--- src/rtl/alu_pkg.sv ---
// alu_pkg: shared ALU datapath definitions.
//   WIDTH             - datapath width of the ALU and divider
//   div_state_t       - divider control states (explicit 2-bit encoding)
//   DIV_ZERO_QUOTIENT - quotient presented on divide-by-zero (all ones)
package alu_pkg;

   localparam int WIDTH = 32;

   typedef enum logic [1:0] {
      IDLE = 2'b00,
      ITER = 2'b01,
      FIX  = 2'b10,
      DONE = 2'b11
   } div_state_t;

   localparam logic [WIDTH-1:0] DIV_ZERO_QUOTIENT = {WIDTH{1'b1}};

endpackage

--- src/rtl/div_addsub.sv ---
// div_addsub: N-bit add/subtract built on the generate/propagate ripple
// carry structure of the ALU adder, widened for the divider's 33-bit
// partial remainder. Subtraction inverts b and feeds sub in as carry-in.
// Ports:
//   a, b - operands
//   sub  - 1 = a - b, 0 = a + b
//   sum  - result modulo 2^N
module div_addsub #(
   parameter int N = 33
) (
   input  logic [N-1:0] a,
   input  logic [N-1:0] b,
   input  logic         sub,
   output logic [N-1:0] sum
);

   logic [N-1:0] b_eff_s;
   logic [N-1:0] gen_s;
   logic [N-1:0] prop_s;
   logic [N-1:0] carry_s;

   assign b_eff_s    = sub ? ~b : b;
   assign gen_s      = a & b_eff_s;
   assign prop_s     = a ^ b_eff_s;
   assign carry_s[0] = sub;

   genvar i;
   generate
      for (i = 0; i < N - 1; i++) begin : g_carry
         assign carry_s[i+1] = gen_s[i] | (prop_s[i] & carry_s[i]);
      end
   endgenerate

   assign sum = prop_s ^ carry_s;

endmodule

--- src/rtl/div_unit.sv ---
// div_unit: multi-cycle radix-2 non-restoring integer divider.
// One quotient bit per clock; signed operands are divided as magnitudes
// and the signs are applied in the FIX cycle.
// Ports:
//   clk, rst_n          - clock (rising edge), async active-low reset
//   start               - request, sampled only in IDLE
//   is_signed           - 1 = two's-complement divide, captured with start
//   dividend, divisor   - operands, captured with start
//   busy                - high in ITER and FIX
//   done                - one-cycle pulse when results are valid
//   quotient, remainder - registered results (held until next update)
//   div_by_zero         - registered flag, valid with done
module div_unit
   import alu_pkg::*;
#(
   parameter int WIDTH = alu_pkg::WIDTH,
   parameter int ITERS = WIDTH
) (
   input  logic             clk,
   input  logic             rst_n,
   input  logic             start,
   input  logic             is_signed,
   input  logic [WIDTH-1:0] dividend,
   input  logic [WIDTH-1:0] divisor,
   output logic             busy,
   output logic             done,
   output logic [WIDTH-1:0] quotient,
   output logic [WIDTH-1:0] remainder,
   output logic             div_by_zero
);

   localparam int               CNT_W    = $clog2(ITERS);
   localparam logic [CNT_W-1:0] CNT_LAST = CNT_W'(ITERS - 1);
   localparam logic [CNT_W-1:0] CNT_ONE  = {{(CNT_W-1){1'b0}}, 1'b1};
   localparam logic [WIDTH-1:0] ONE      = {{(WIDTH-1){1'b0}}, 1'b1};

   div_state_t       state_r, state_nxt_s;
   logic [CNT_W-1:0] cnt_r;
   logic [WIDTH:0]   p_r;          // partial remainder, sign in bit WIDTH
   logic [WIDTH-1:0] q_r;          // dividend magnitude shifting into quotient
   logic [WIDTH:0]   d_r;          // divisor magnitude, zero-extended
   logic             sign_q_r, sign_r_r;
   logic [WIDTH-1:0] quotient_r, remainder_r;
   logic             dbz_r, busy_r, done_r;

   logic             div_zero_s;
   logic [WIDTH-1:0] dividend_mag_s, divisor_mag_s;
   logic [WIDTH:0]   add_a_s, sum_s;
   logic             add_sub_s;
   logic [WIDTH-1:0] r_fix_s, quot_fin_s, rem_fin_s;

   assign div_zero_s = (divisor == {WIDTH{1'b0}});

   // Next-state logic for the IDLE/ITER/FIX/DONE controller.
   always_comb begin
      state_nxt_s = state_r;
      case (state_r)
         IDLE: begin
            if (start) begin
               state_nxt_s = div_zero_s ? DONE : ITER;
            end else begin
               state_nxt_s = IDLE;
            end
         end
         ITER: begin
            if (cnt_r == CNT_LAST) begin
               state_nxt_s = FIX;
            end else begin
               state_nxt_s = ITER;
            end
         end
         FIX:     state_nxt_s = DONE;
         DONE:    state_nxt_s = IDLE;
         default: state_nxt_s = IDLE;
      endcase
   end

   // Operand magnitudes; negation only for signed operands with MSB set.
   always_comb begin
      if (is_signed && dividend[WIDTH-1]) begin
         dividend_mag_s = ~dividend + ONE;
      end else begin
         dividend_mag_s = dividend;
      end
      if (is_signed && divisor[WIDTH-1]) begin
         divisor_mag_s = ~divisor + ONE;
      end else begin
         divisor_mag_s = divisor;
      end
   end

   // Adder operand select: shifted P +/- D while iterating, P + D in FIX.
   always_comb begin
      if (state_r == FIX) begin
         add_a_s   = p_r;
         add_sub_s = 1'b0;
      end else begin
         add_a_s   = {p_r[WIDTH-1:0], q_r[WIDTH-1]};
         add_sub_s = ~p_r[WIDTH];
      end
   end

   div_addsub #(.N(WIDTH + 1)) u_addsub (
      .a   (add_a_s),
      .b   (d_r),
      .sub (add_sub_s),
      .sum (sum_s)
   );

   // FIX-cycle remainder correction and sign application.
   always_comb begin
      r_fix_s    = p_r[WIDTH] ? sum_s[WIDTH-1:0] : p_r[WIDTH-1:0];
      quot_fin_s = sign_q_r ? (~q_r + ONE) : q_r;
      rem_fin_s  = sign_r_r ? (~r_fix_s + ONE) : r_fix_s;
   end

   // Controller state, datapath registers and registered outputs.
   always_ff @(posedge clk or negedge rst_n) begin
      if (!rst_n) begin
         state_r     <= IDLE;
         cnt_r       <= {CNT_W{1'b0}};
         p_r         <= {(WIDTH+1){1'b0}};
         q_r         <= {WIDTH{1'b0}};
         d_r         <= {(WIDTH+1){1'b0}};
         sign_q_r    <= 1'b0;
         sign_r_r    <= 1'b0;
         quotient_r  <= {WIDTH{1'b0}};
         remainder_r <= {WIDTH{1'b0}};
         dbz_r       <= 1'b0;
         busy_r      <= 1'b0;
         done_r      <= 1'b0;
      end else begin
         state_r <= state_nxt_s;
         busy_r  <= (state_nxt_s == ITER) || (state_nxt_s == FIX);
         done_r  <= (state_nxt_s == DONE);
         case (state_r)
            IDLE: begin
               if (start && div_zero_s) begin
                  quotient_r  <= DIV_ZERO_QUOTIENT;
                  remainder_r <= dividend;
                  dbz_r       <= 1'b1;
               end else if (start) begin
                  p_r      <= {(WIDTH+1){1'b0}};
                  q_r      <= dividend_mag_s;
                  d_r      <= {1'b0, divisor_mag_s};
                  sign_q_r <= is_signed & (dividend[WIDTH-1] ^ divisor[WIDTH-1]);
                  sign_r_r <= is_signed & dividend[WIDTH-1];
                  cnt_r    <= {CNT_W{1'b0}};
                  dbz_r    <= 1'b0;
               end
            end
            ITER: begin
               p_r   <= sum_s;
               q_r   <= {q_r[WIDTH-2:0], ~sum_s[WIDTH]};
               cnt_r <= cnt_r + CNT_ONE;
            end
            FIX: begin
               quotient_r  <= quot_fin_s;
               remainder_r <= rem_fin_s;
            end
            default: begin
               cnt_r <= cnt_r;
            end
         endcase
      end
   end

   assign busy        = busy_r;
   assign done        = done_r;
   assign quotient    = quotient_r;
   assign remainder   = remainder_r;
   assign div_by_zero = dbz_r;

endmodule

--- config.mk ---
export PLATFORM = sky130hd
export DESIGN_NAME = div_unit
export DESIGN_NICKNAME = d
export VERILOG_FILES = /design/src/rtl/alu_pkg.sv /design/src/rtl/div_addsub.sv /design/src/rtl/div_unit.sv
export SDC_FILE = /design/constraint.sdc
export NUM_CORES = 1
export LEC_CHECK = 0
export ABC_AREA = 0
export BUFFER_PORTS_ARGS = -buffer_cell sky130_fd_sc_hd__buf_2
export CAP_MARGIN = 20
export CORE_UTILIZATION = 55
export CTS_CLUSTER_DIAMETER = 50
export DETAILED_ROUTE_END_ITERATION = 10
export PLACE_DENSITY = 0.85
export SYNTH_ARGS = -nofsm -noshare
export SYNTH_HDL_FRONTEND = slang
export SYNTH_SLANG_ARGS = --single-unit
--- constraint.sdc ---
create_clock -name clk -period 26.9 [get_ports clk]
set_clock_uncertainty 0.1 [all_clocks]
set_input_delay 5.38 -clock clk [delete_from_list [all_inputs] [get_ports clk]]
set_output_delay 5.38 -clock clk [all_outputs]
set_load 0.03 [all_outputs]
==> results.sh <==
export IMPL_die_y_um=146
export IMPL_cts_max_level=4
export IMPL_clkTransAtPathRegs_ns=0.07
export IMPL_wl_per_cell_um=17.8
export IMPL_ant_nets=0
export IMPL_drt_iter0_drc=877
export IMPL_synthCells=1284
export IMPL_pwr_share_clk_pct=13.8
export IMPL_placed_cells_incl_taps=1615
export IMPL_cts_buffers=17
export IMPL_hold_path_end="d_r[30]"
export IMPL_synth_cell_types=62
export IMPL_worst_path_largest_cell_delay_ns=0.77
export IMPL_ctsResizeCount=0
export IMPL_min_path_cells=2
export IMPL_critPathRequiredTime_ns=27.12
export IMPL_p_switching_mw=0.861
export IMPL_cts_setup_buffers=0
export IMPL_ys_warn_count=0
export IMPL_ys_flop_type="dfrtp_1"
export IMPL_final_layout_size_suffix_gt1_share_pct=14.9
export IMPL_syn_area_per_cell_sq_um=8.94
export IMPL_worst_pin_slew_ns=1.09
export IMPL_clk_latency_ns=0.44
export IMPL_pre_cts_ws_ns=11.19
export IMPL_overflow=0
export IMPL_period_share_pct=58.8
export IMPL_grt_total_usage_pct=28.3
export IMPL_vias=10100
export IMPL_leakage_nw=5.46
export IMPL_drcViolationCount=0
export IMPL_antenna_found_initial=0
export IMPL_swShare_pct=47.7
export IMPL_dieArea_sq_um=21500
export IMPL_stdcell_area_sq_um=12900
export IMPL_synth_xor_xnor_area_share_pct=11.4
export IMPL_viasPerCell=6.14
export IMPL_peakVddDrop_mv=0.0706
export IMPL_r2r_end="remainder[31]"
export IMPL_clk_path_buf_depth=2
export IMPL_synth_compound_area_share_pct=19.4
export IMPL_worstHoldStart="d_r[30]"
export IMPL_portBuffers=134
export IMPL_intPower_mw=0.944
export IMPL_nNetsFinal=1471
export IMPL_clkSinkCount=173
export IMPL_outcome="finished clean"
export IMPL_syn_cell_area_sq_um=11500
export IMPL_synth_edff_count=0
export IMPL_p_seq_share_pct=27.0
export IMPL_core_area_sq_um=20400
export IMPL_routed_wirelength_mm=29.4
export IMPL_max_freq_mhz=63.2
export IMPL_ff2ff_path_depth=41
export IMPL_dpl_cell_area_sq_um=12300
export IMPL_stdcell_count=1651
export IMPL_dr_pass1_iters=6
export IMPL_r2r_start="state_r[0]"
export IMPL_fillers=1659
export IMPL_cts_tree="yes"
export IMPL_synthAdderAreaFrac_pct=6.17
export IMPL_fp_row_count=52
export IMPL_powerDensity_nw_per_um2=140
export IMPL_path_max_fanout=57
export IMPL_grt_max_degree=112
export IMPL_synth_top_family_by_area="compound AO/OA/AOI/OAI gates"
export IMPL_fin_ws_ns=11.08
export IMPL_cts_hold_repair_buffers=0
export IMPL_min_path_type="reg -> reg"
export IMPL_slew_viol_final=0
export IMPL_dp_hpwl_mm=21.1
export IMPL_hold_violations=0
export IMPL_grt_pass1_vias=9478
export IMPL_syn_to_final_growth_pct=12.2
export IMPL_fin_tns_setup_ns=0
export IMPL_ff2ff_setup_slack_ns=11.08
export IMPL_critPathMostFrequentCell="fa_1"
export IMPL_cp_end_kind="flop"
export IMPL_grt_pass1_wl_mm=48.6
export IMPL_pwr_share_comb_pct=59.2
export IMPL_min_period_ns=15.82
export IMPL_io_pins=135
export IMPL_ys_seq_area_share_pct=37.7
export IMPL_critPathLaunchType="flop"
export IMPL_start_util_pct=56.4
export IMPL_synth_simple_gate_area_share_pct=16.8
export IMPL_ctsRootBufferMaster="clkbuf_16"
export IMPL_synth_seq_cells=173
export IMPL_die_w_um=146
export IMPL_routabilityCongestion=0.929
export IMPL_muxShareOfSynthArea_pct=4.93
export IMPL_setup_viol=0
export IMPL_slowest_stage="nor2_4"
export IMPL_synthArstFlopShare_pct=100
export IMPL_worstSetupPathType="reg -> reg"
export IMPL_rsz0062_at_grt="no"
export IMPL_arrival_ns=16.04
export IMPL_maxCapViolations=0
export IMPL_holdWs_ns=0.406
export IMPL_relSlewSlack_pct=27.2
export IMPL_power_total_mw=1.81
export IMPL_syn_num_nets=1390
export IMPL_post_route_util_pct=63.2
==> per-layer routing <==
metal  vias up  wire length (um)  track usage (%)
li1       4725                 -                -
met1      4900             12700             39.7
met2       447             13400             44.7
met3        64              2500             5.00
met4         0               773             9.06
met5         -                 0                0
==> placed cells by master (no fill, tap or decap), types with 4 or more instances in the layout <==
cell type / Yosys / routed
inv_1: 18 / 18
o21ai_1: 8 / 8
and2_1: 4 / 4
or4_1: 15 / 15
dfrtp_1: 173 / 172
fa_1: 31 / 31
a22oi_1: 8 / 8
inv_6: 0 / 5
o21ai_0: 152 / 152
buf_2: 10 / 133
nand3_1: 22 / 22
o31ai_1: 36 / 36
a31oi_1: 9 / 9
and3_1: 4 / 4
xnor2_1: 95 / 95
or3_1: 14 / 14
nand2_1: 167 / 167
ha_1: 7 / 7
mux2_2: 4 / 4
o41ai_1: 19 / 19
buf_4: 5 / 12
nand4_1: 11 / 11
clkbuf_16: 0 / 17
nor2b_1: 31 / 30
a211oi_1: 29 / 29
nor3_1: 31 / 31
nor2_1: 60 / 59
a21oi_1: 78 / 78
a21o_1: 4 / 4
xor2_1: 54 / 54
or2_2: 11 / 11
mux2i_1: 52 / 52
o22ai_1: 4 / 4
nor4_1: 8 / 8
==> cells in the mapped netlist (all sizes together), types with 9 or more instances <==
| library cell | n | area (sq um) |
|---|---|---|
| a211oi | 29 | 218 |
| a21oi | 78 | 390 |
| a31oi | 9 | 56.3 |
| buf | 27 | 133 |
| clkbuf | 58 | 218 |
| dfrtp | 173 | 4330 |
| fa | 31 | 621 |
| inv | 18 | 67.6 |
| mux2i | 52 | 521 |
| nand2 | 167 | 627 |
| nand3 | 22 | 110 |
| nand4 | 11 | 68.8 |
| nor2 | 60 | 225 |
| nor2b | 31 | 194 |
| nor3 | 32 | 165 |
| o21ai | 160 | 801 |
| o31ai | 37 | 283 |
| o41ai | 21 | 210 |
| or2 | 11 | 68.8 |
| or3 | 14 | 87.6 |
| or4 | 17 | 135 |
| xnor2 | 95 | 832 |
| xor2 | 54 | 473 |
==> power groups by stage <==
| stage | registers, mW | clock network (mW) | logic, mW |
|---|---|---|---|
| after floorplan | 0.460 | 0 | 0.800 |
| after global placement | 0.480 | 0 | 1.01 |
| after detailed placement | 0.488 | 0 | 1.04 |
| after CTS | 0.483 | 0.252 | 1.05 |
| after global routing | 0.500 | 0.264 | 1.19 |
| final | 0.487 | 0.249 | 1.07 |
==> layout make-up <==
cell class / count / area, sq um / area share [%]
Timing Repair Buffer: 147 / 787 / 6.11
Multi-Input combinational cell: 1008 / 6760 / 52.5
Inverter: 18 / 67.6 / 0.525
Sequential cell: 173 / 4330 / 33.6
Clock inverter: 13 / 153 / 1.19
Clock buffer: 19 / 433 / 3.36
Tap cell: 270 / 338 / 2.62
Antenna cell: 3 / 7.51 / 0.0583
==> critical path: cells and delay by family, from the launching register on <==
family          cells  cell delay, ns
buf+inv             3            0.63
fa+ha+maj          30           12.04
mux                 1            0.24
simple gates        5            1.58
flops               1            0.59
xor+xnor            1            0.21
compound gates      1            0.28
==> how the worst max path moves through the flow <==
stage,from,endpoint,cells past startpoint
detailed placement,state_r[0],remainder[31],40
CTS,state_r[0],remainder[31],40
global placement,state_r[0],remainder[31],40
finish,state_r[0],remainder[31],41
floorplan,p_r[32],remainder[31],44
global route,state_r[0],remainder[31],41
==> registers in the layout, summed over array words and instances, names as in the netlist, 2 cells and up <==
register,count
d_r,32
quotient,32
cnt_r,5
p_r,33
remainder,32
state_r,2
q_r,32
==> kinds of logic (layout without fill, tap and decap cells) <==
kind of cell / after synthesis / in the layout
compound gates: 368 / 368
xor+xnor: 149 / 149
fa+ha+maj: 38 / 38
buf+inv: 103 / 197
flops: 173 / 173
mux: 56 / 56
other cells: 0 / 3
simple gates: 397 / 397
No activity file was read; power rests on OpenSTA's default activity.
